**src/rtl/clock_rate_controller.sv**
```systemverilog
// Programmable clock divider with burst length, queued rate change and graceful stop.
// Rate changes and stops take effect only at a period wrap.
module clock_rate_controller #(
  parameter logic [28:0] DEFAULT_DIVISOR = 29'd2
) (
  input  logic        clock_in,
  input  logic        reset,
  input  logic        req_valid,
  input  logic [28:0] req_divisor,
  input  logic [7:0]  req_burst,
  output logic        req_ready,
  input  logic        stop,
  output logic        clock_out,
  output logic        tick,
  output logic        burst_done,
  output logic        err,
  output logic        busy,
  output logic [28:0] active_divisor
);

  localparam logic [0:0] S_IDLE = 1'b0;
  localparam logic [0:0] S_RUN  = 1'b1;

  logic [0:0]  r_state;
  logic [28:0] r_cnt;
  logic [28:0] r_active;
  logic [7:0]  r_burst;
  logic [7:0]  r_period;
  logic        r_pend_v;
  logic [28:0] r_pend_div;
  logic [7:0]  r_pend_burst;
  logic        r_stop;
  logic        r_done;
  logic        r_err;

  logic        w_run;
  logic        w_hs;
  logic        w_bad;
  logic        w_acc;
  logic        w_wrap;
  logic        w_stop;
  logic        w_pv;
  logic [28:0] w_pdiv;
  logic [7:0]  w_pburst;
  logic [7:0]  w_pnext;
  logic        w_fin;

  assign w_run    = (r_state == S_RUN);
  assign w_hs     = req_valid && req_ready;
  assign w_bad    = (req_divisor < 29'd2);
  assign w_acc    = w_hs && !w_bad;
  assign w_wrap   = w_run && (r_cnt == r_active - 29'd1);
  assign w_stop   = r_stop || stop;
  // A request accepted on the wrap edge itself counts as pending for that wrap
  assign w_pv     = r_pend_v || (w_acc && w_run);
  assign w_pdiv   = r_pend_v ? r_pend_div : req_divisor;
  assign w_pburst = r_pend_v ? r_pend_burst : req_burst;
  assign w_pnext  = r_period + 8'd1;
  assign w_fin    = (r_burst != 8'd0) && (w_pnext == r_burst);

  always_ff @(posedge clock_in or posedge reset) begin
    if (reset) begin
      r_state      <= S_IDLE;
      r_cnt        <= '0;
      r_active     <= DEFAULT_DIVISOR;
      r_burst      <= '0;
      r_period     <= '0;
      r_pend_v     <= 1'b0;
      r_pend_div   <= '0;
      r_pend_burst <= '0;
      r_stop       <= 1'b0;
      r_done       <= 1'b0;
      r_err        <= 1'b0;
    end else begin
      r_err  <= w_hs && w_bad;
      r_done <= 1'b0;
      case (r_state)
        S_IDLE: begin
          if (w_acc) begin
            r_state  <= S_RUN;
            r_active <= req_divisor;
            r_burst  <= req_burst;
            r_cnt    <= '0;
            r_period <= '0;
          end
        end
        S_RUN: begin
          if (stop) r_stop <= 1'b1;
          if (w_acc) begin
            r_pend_v     <= 1'b1;
            r_pend_div   <= req_divisor;
            r_pend_burst <= req_burst;
          end
          if (!w_wrap) begin
            r_cnt <= r_cnt + 29'd1;
          end else begin
            r_cnt    <= '0;
            r_period <= w_pnext;
            // Stop wins over a pending request, which wins over burst end
            if (w_stop) begin
              r_state  <= S_IDLE;
              r_stop   <= 1'b0;
              r_pend_v <= 1'b0;
            end else if (w_pv) begin
              r_active <= w_pdiv;
              r_burst  <= w_pburst;
              r_period <= '0;
              r_pend_v <= 1'b0;
            end else if (w_fin) begin
              r_state <= S_IDLE;
              r_done  <= 1'b1;
            end
          end
        end
        default: r_state <= S_IDLE;
      endcase
    end
  end

  assign req_ready      = !w_run || !r_pend_v;
  assign clock_out      = w_run && (r_cnt < (r_active >> 1));
  assign tick           = w_run && (r_cnt == 29'd0);
  assign busy           = w_run;
  assign burst_done     = r_done;
  assign err            = r_err;
  assign active_divisor = r_active;

endmodule
```
**config.mk**
```make
export PLATFORM = sky130hd
export DESIGN_NAME = clock_rate_controller
export DESIGN_NICKNAME = d
export VERILOG_FILES = /design/src/rtl/clock_rate_controller.sv
export SDC_FILE = /design/constraint.sdc
export NUM_CORES = 1
export LEC_CHECK = 0
export ABC_AREA = 1
export CORE_ASPECT_RATIO = 0.7
export CORE_MARGIN = 1.5
export CORE_UTILIZATION = 45
export DETAILED_ROUTE_END_ITERATION = 8
export HOLD_SLACK_MARGIN = 0.03
export PLACE_DENSITY = 0.65
export SYNTH_ARGS = -nofsm -noshare
export SYNTH_HDL_FRONTEND = slang
export SYNTH_SLANG_ARGS = --single-unit
export TNS_END_PERCENT = 50
```
**constraint.sdc**
```tcl
create_clock -name clock_in -period 5 [get_ports clock_in]
set_input_delay 0.75 -clock clock_in [delete_from_list [all_inputs] [get_ports clock_in]]
set_output_delay 0.75 -clock clock_in [all_outputs]
set_load 0.005 [all_outputs]
```
==> results_dict.tcl <==
set metrics [dict create \
    final-instance-count-excl-fill 1500 \
    antenna_found_initial 0 \
    required_ps 4250 \
    overflow 0 \
    cp_slowest_stage_delay_ps 560 \
    tns_ps 0 \
    row_count 41 \
    drt_wl_total_um 23900 \
    gp_congestion 0.932 \
    ios 76 \
    clock_path_buffers 2 \
    synth-seq-cells 116 \
    wl_per_cell_um 15.9 \
    internal-power_w 0.00310 \
    clock_latency_ps 430 \
    finalPower_w 0.00567 \
    fin_crit_sh_pct 75.2 \
    drive_above_1_share_pct 4.98 \
    rsz0062_at_grt "false" \
    cp_top_family "buffers and inverters" \
    grt_pass1_wl_um 38900 \
    nFillCells 1758 \
    cts_max_level 4 \
    reg2reg_depth 13 \
    fp.dieW_um 164 \
    critPathMostFrequentCell "nor4_1" \
    maxCapViolations 0 \
    synth_nets 1270 \
    slew_headroom_pct 25.8 \
    critPathMaxFanout 40 \
    worstHoldPathType "reg2reg" \
    dieArea_um2 19100 \
    cts_tree "built" \
    synth-seq-area-share_pct 35.4 \
    r2r-start "active_divisor[0]$_DFFE_PP0P_" \
    syn-instance-count 1198 \
    dp.cells 1468 \
    startpoint_type "register" \
    clk_pin_slew_ps 60 \
    avgSynthCellArea_um2 6.85 \
    grt_max_degree 76 \
    crit_chain "buf_4 > inv_1 > nor4_1 > nand3_1 > nor4_1 > clkdlybuf4s50_1" \
    power.leakage_nw 4.46 \
    vias_per_cell 5.36 \
    crit_cells 6 \
    drt_iter0_drc 809 \
    slowest_stage "clkdlybuf4s50_1" \
    sw_frac_of_total_pct 45.3 \
    crit_path_end_kind "output pin" \
    synthArstFlopShare_pct 100 \
    worstHoldStart "r_burst[1]$_DFFE_PP0P_" \
    ant_nets 0 \
    num_antenna_cells 0 \
    cts_made_buffers 17 \
    synth_cell_types 39 \
    critPathBufInv 3 \
    seq_area_um2 2900 \
    hold_end "r_burst[1]$_DFFE_PP0P_" \
    fin_nets 1323 \
    synthToLayoutAreaGrowth_pct 17.5 \
    comb_power_share_pct 45.1 \
    synth_area_um2 8210 \
    fp.coreArea_um2 18000 \
    fin_util_pct 53.7 \
    start_util_pct 45.7 \
    pwr-share-seq_pct 33.5 \
    grt_usage_pct 26.6 \
    cts_root_buffer "clkbuf_16" \
    fin_worst_skew_ps 9.06 \
    setup_viol 0 \
    dr.pass1.iters 5 \
    hold_viol_final 0 \
    die_y_um 116 \
    grt_pass1_vias 7443 \
    worst_ep_arrival_time_ps 3010 \
    reg2reg_slack_ps 1540 \
    worstHoldPathCells 2 \
    status "finished, final reports clean" \
    cts.sinks 116 \
    crit_type "reg2out" \
    vias 8042 \
    tightestPinTransition_ps 1110 \
    pwr-share-clk_pct 21.5 \
    dp.final_hpwl_um 17300 \
    synth_flop_cell "dfrtp_1" \
    port-buffer-count 75 \
    holdBufCountCts 0 \
    r2r_end "r_cnt[19]$_DFFE_PP0P_" \
    powerDensity_nw_per_um2 587 \
    fin_crit_ps 3760 \
    synth_edf_count 0 \
    post_cts_buffers 0 \
    yosysWarnings 0 \
    drc_errors 0 \
    p_switching_w 0.00257 \
    multi_input_area_um2 4500 \
    cts_resized 0 \
    drv_slew 0 \
    peakVddDrop_uv 265 \
    fmax_mhz 266 \
]
==> power by group through the flow <==
stage	logic (W)	registers (W)	clock network (W)
finish	0.00255	0.00190	0.00122
CTS	0.00252	0.00189	0.00123
floorplan	0.00186	0.00163	0
global route	0.00292	0.00195	0.00128
global placement	0.00247	0.00189	0
detailed placement	0.00250	0.00190	0
==> flip-flops by register name, indices dropped and copies added (netlist names) <==
| signal | count |
|---|---|
| r_pend_div | 29 |
| burst_done | 1 |
| busy | 1 |
| r_stop | 1 |
| r_pend_v | 1 |
| r_cnt | 29 |
| err | 1 |
| r_burst | 8 |
| active_divisor | 29 |
| r_period | 8 |
| r_pend_burst | 8 |
==> synth_stat cells (2+ instances only) <==
cell | count | area [um2]
a211oi_1 | 4 | 30.0
a21oi_1 | 19 | 95.1
buf_1 | 3 | 11.3
buf_2 | 3 | 15.0
buf_4 | 6 | 45.0
buf_6 | 4 | 45.0
clkbuf_1 | 30 | 113
dfrtp_1 | 115 | 2880
ha_1 | 31 | 388
inv_1 | 152 | 571
inv_2 | 2 | 7.51
nand2_1 | 334 | 1250
nand2_2 | 2 | 12.5
nand2_4 | 2 | 22.5
nand3_1 | 105 | 526
nand3b_1 | 8 | 60.1
nand4_1 | 38 | 238
nor2_1 | 107 | 402
nor2_2 | 7 | 43.8
nor2_4 | 2 | 22.5
nor3_1 | 16 | 80.1
nor4_1 | 13 | 81.3
o21ai_0 | 120 | 601
o21ai_1 | 5 | 25.0
o21bai_1 | 3 | 22.5
o221ai_1 | 2 | 17.5
or2_2 | 5 | 31.3
xnor2_1 | 16 | 140
xnor3_1 | 2 | 45.0
xor2_1 | 33 | 289
==> through the flow <==
| step | setup WS (ps) | hold slack [ps] | cell area, um2 |
|---|---|---|---|
| after floorplan | 1180 | 442 | 8210 |
| after global placement | 1310 | 460 | 9070 |
| after detailed placement | 1310 | 459 | 9070 |
| after CTS | 1250 | 474 | 9650 |
| after global routing | 1030 | 483 | 9650 |
| final | 1240 | 473 | 9650 |
==> kinds of logic after synthesis <==
kind of cell / Yosys count / synth area share, %
xor gates and xnor gates: 51 / 5.78
and+or+nand+nor: 641 / 34.1
adders and majority gates: 31 / 4.73
DFF: 116 / 35.4
buffers and inverters: 200 / 9.83
AOI/OAI and AO/OA: 159 / 10.2
==> worst max path at each step <==
stage / from / to / slack [ps]
6_report: busy$_DFF_PP0_ / tick / 1240
2_1_floorplan: reset / active_divisor[0]$_DFFE_PP0P_ / 1180
3_5_place_dp: req_divisor[2] / r_burst[5]$_DFFE_PP0P_ / 1310
3_3_place_gp: req_divisor[1] / active_divisor[28]$_DFFE_PP0P_ / 1310
4_1_cts: busy$_DFF_PP0_ / tick / 1250
5_1_grt: active_divisor[5]$_DFFE_PP0P_ / clock_out / 1030
==> worst reg2reg max path, stage by stage (launching register included) <==
cell	delay (ps)
dfrtp_1	420
inv_1	140
ha_1	250
nand3_1	120
nor2_2	270
nand2_1	240
o21bai_1	260
nand3_1	100
nor2_1	120
nand2_1	100
nor2_4	160
nand2_1	670
nand3b_1	330
o21ai_0	130
==> layout by cell type (no fill, tap or decap), drive strengths merged <==
cell           instances
dfrtp                115
o31ai                  1
nand4                 38
xor2                  33
buf                    5
o21bai                 3
clkbuf                18
a311oi                 1
nand2                338
ha                    31
clkdlybuf4s50         75
a31o                   1
xnor2                 16
nor3                  16
o221ai                 2
nand3                106
nor3b                  1
nor2                 116
o22ai                  1
a21oi                 19
a21boi                 1
xnor3                  2
o21ai                125
dfstp                  1
nand3b                 8
clkinv                 5
or2                    5
o21a                   1
nor4                  13
bufinv                 1
a211oi                 4
inv                  161
clkinvlp               1
==> metal layers <==
metal	vias to the layer above	global-route usage (%)	part of all wire, %
li1	3988	-	-
met1	3727	39.3	49
met2	302	39.1	42
met3	25	6.34	8.0
met4	0	6.07	0.97
met5	-	0	0
==> final cells by class <==
class	instances	share of cell area, %
multi-input cells	882	46.6
clock inverters	14	1.47
flip-flops and latches	116	30.1
clock buffers	18	4.55
inverters	154	6.02
well taps	236	3.06
repair buffers	80	8.17
Note: power is estimated with default switching activity, not from simulation.
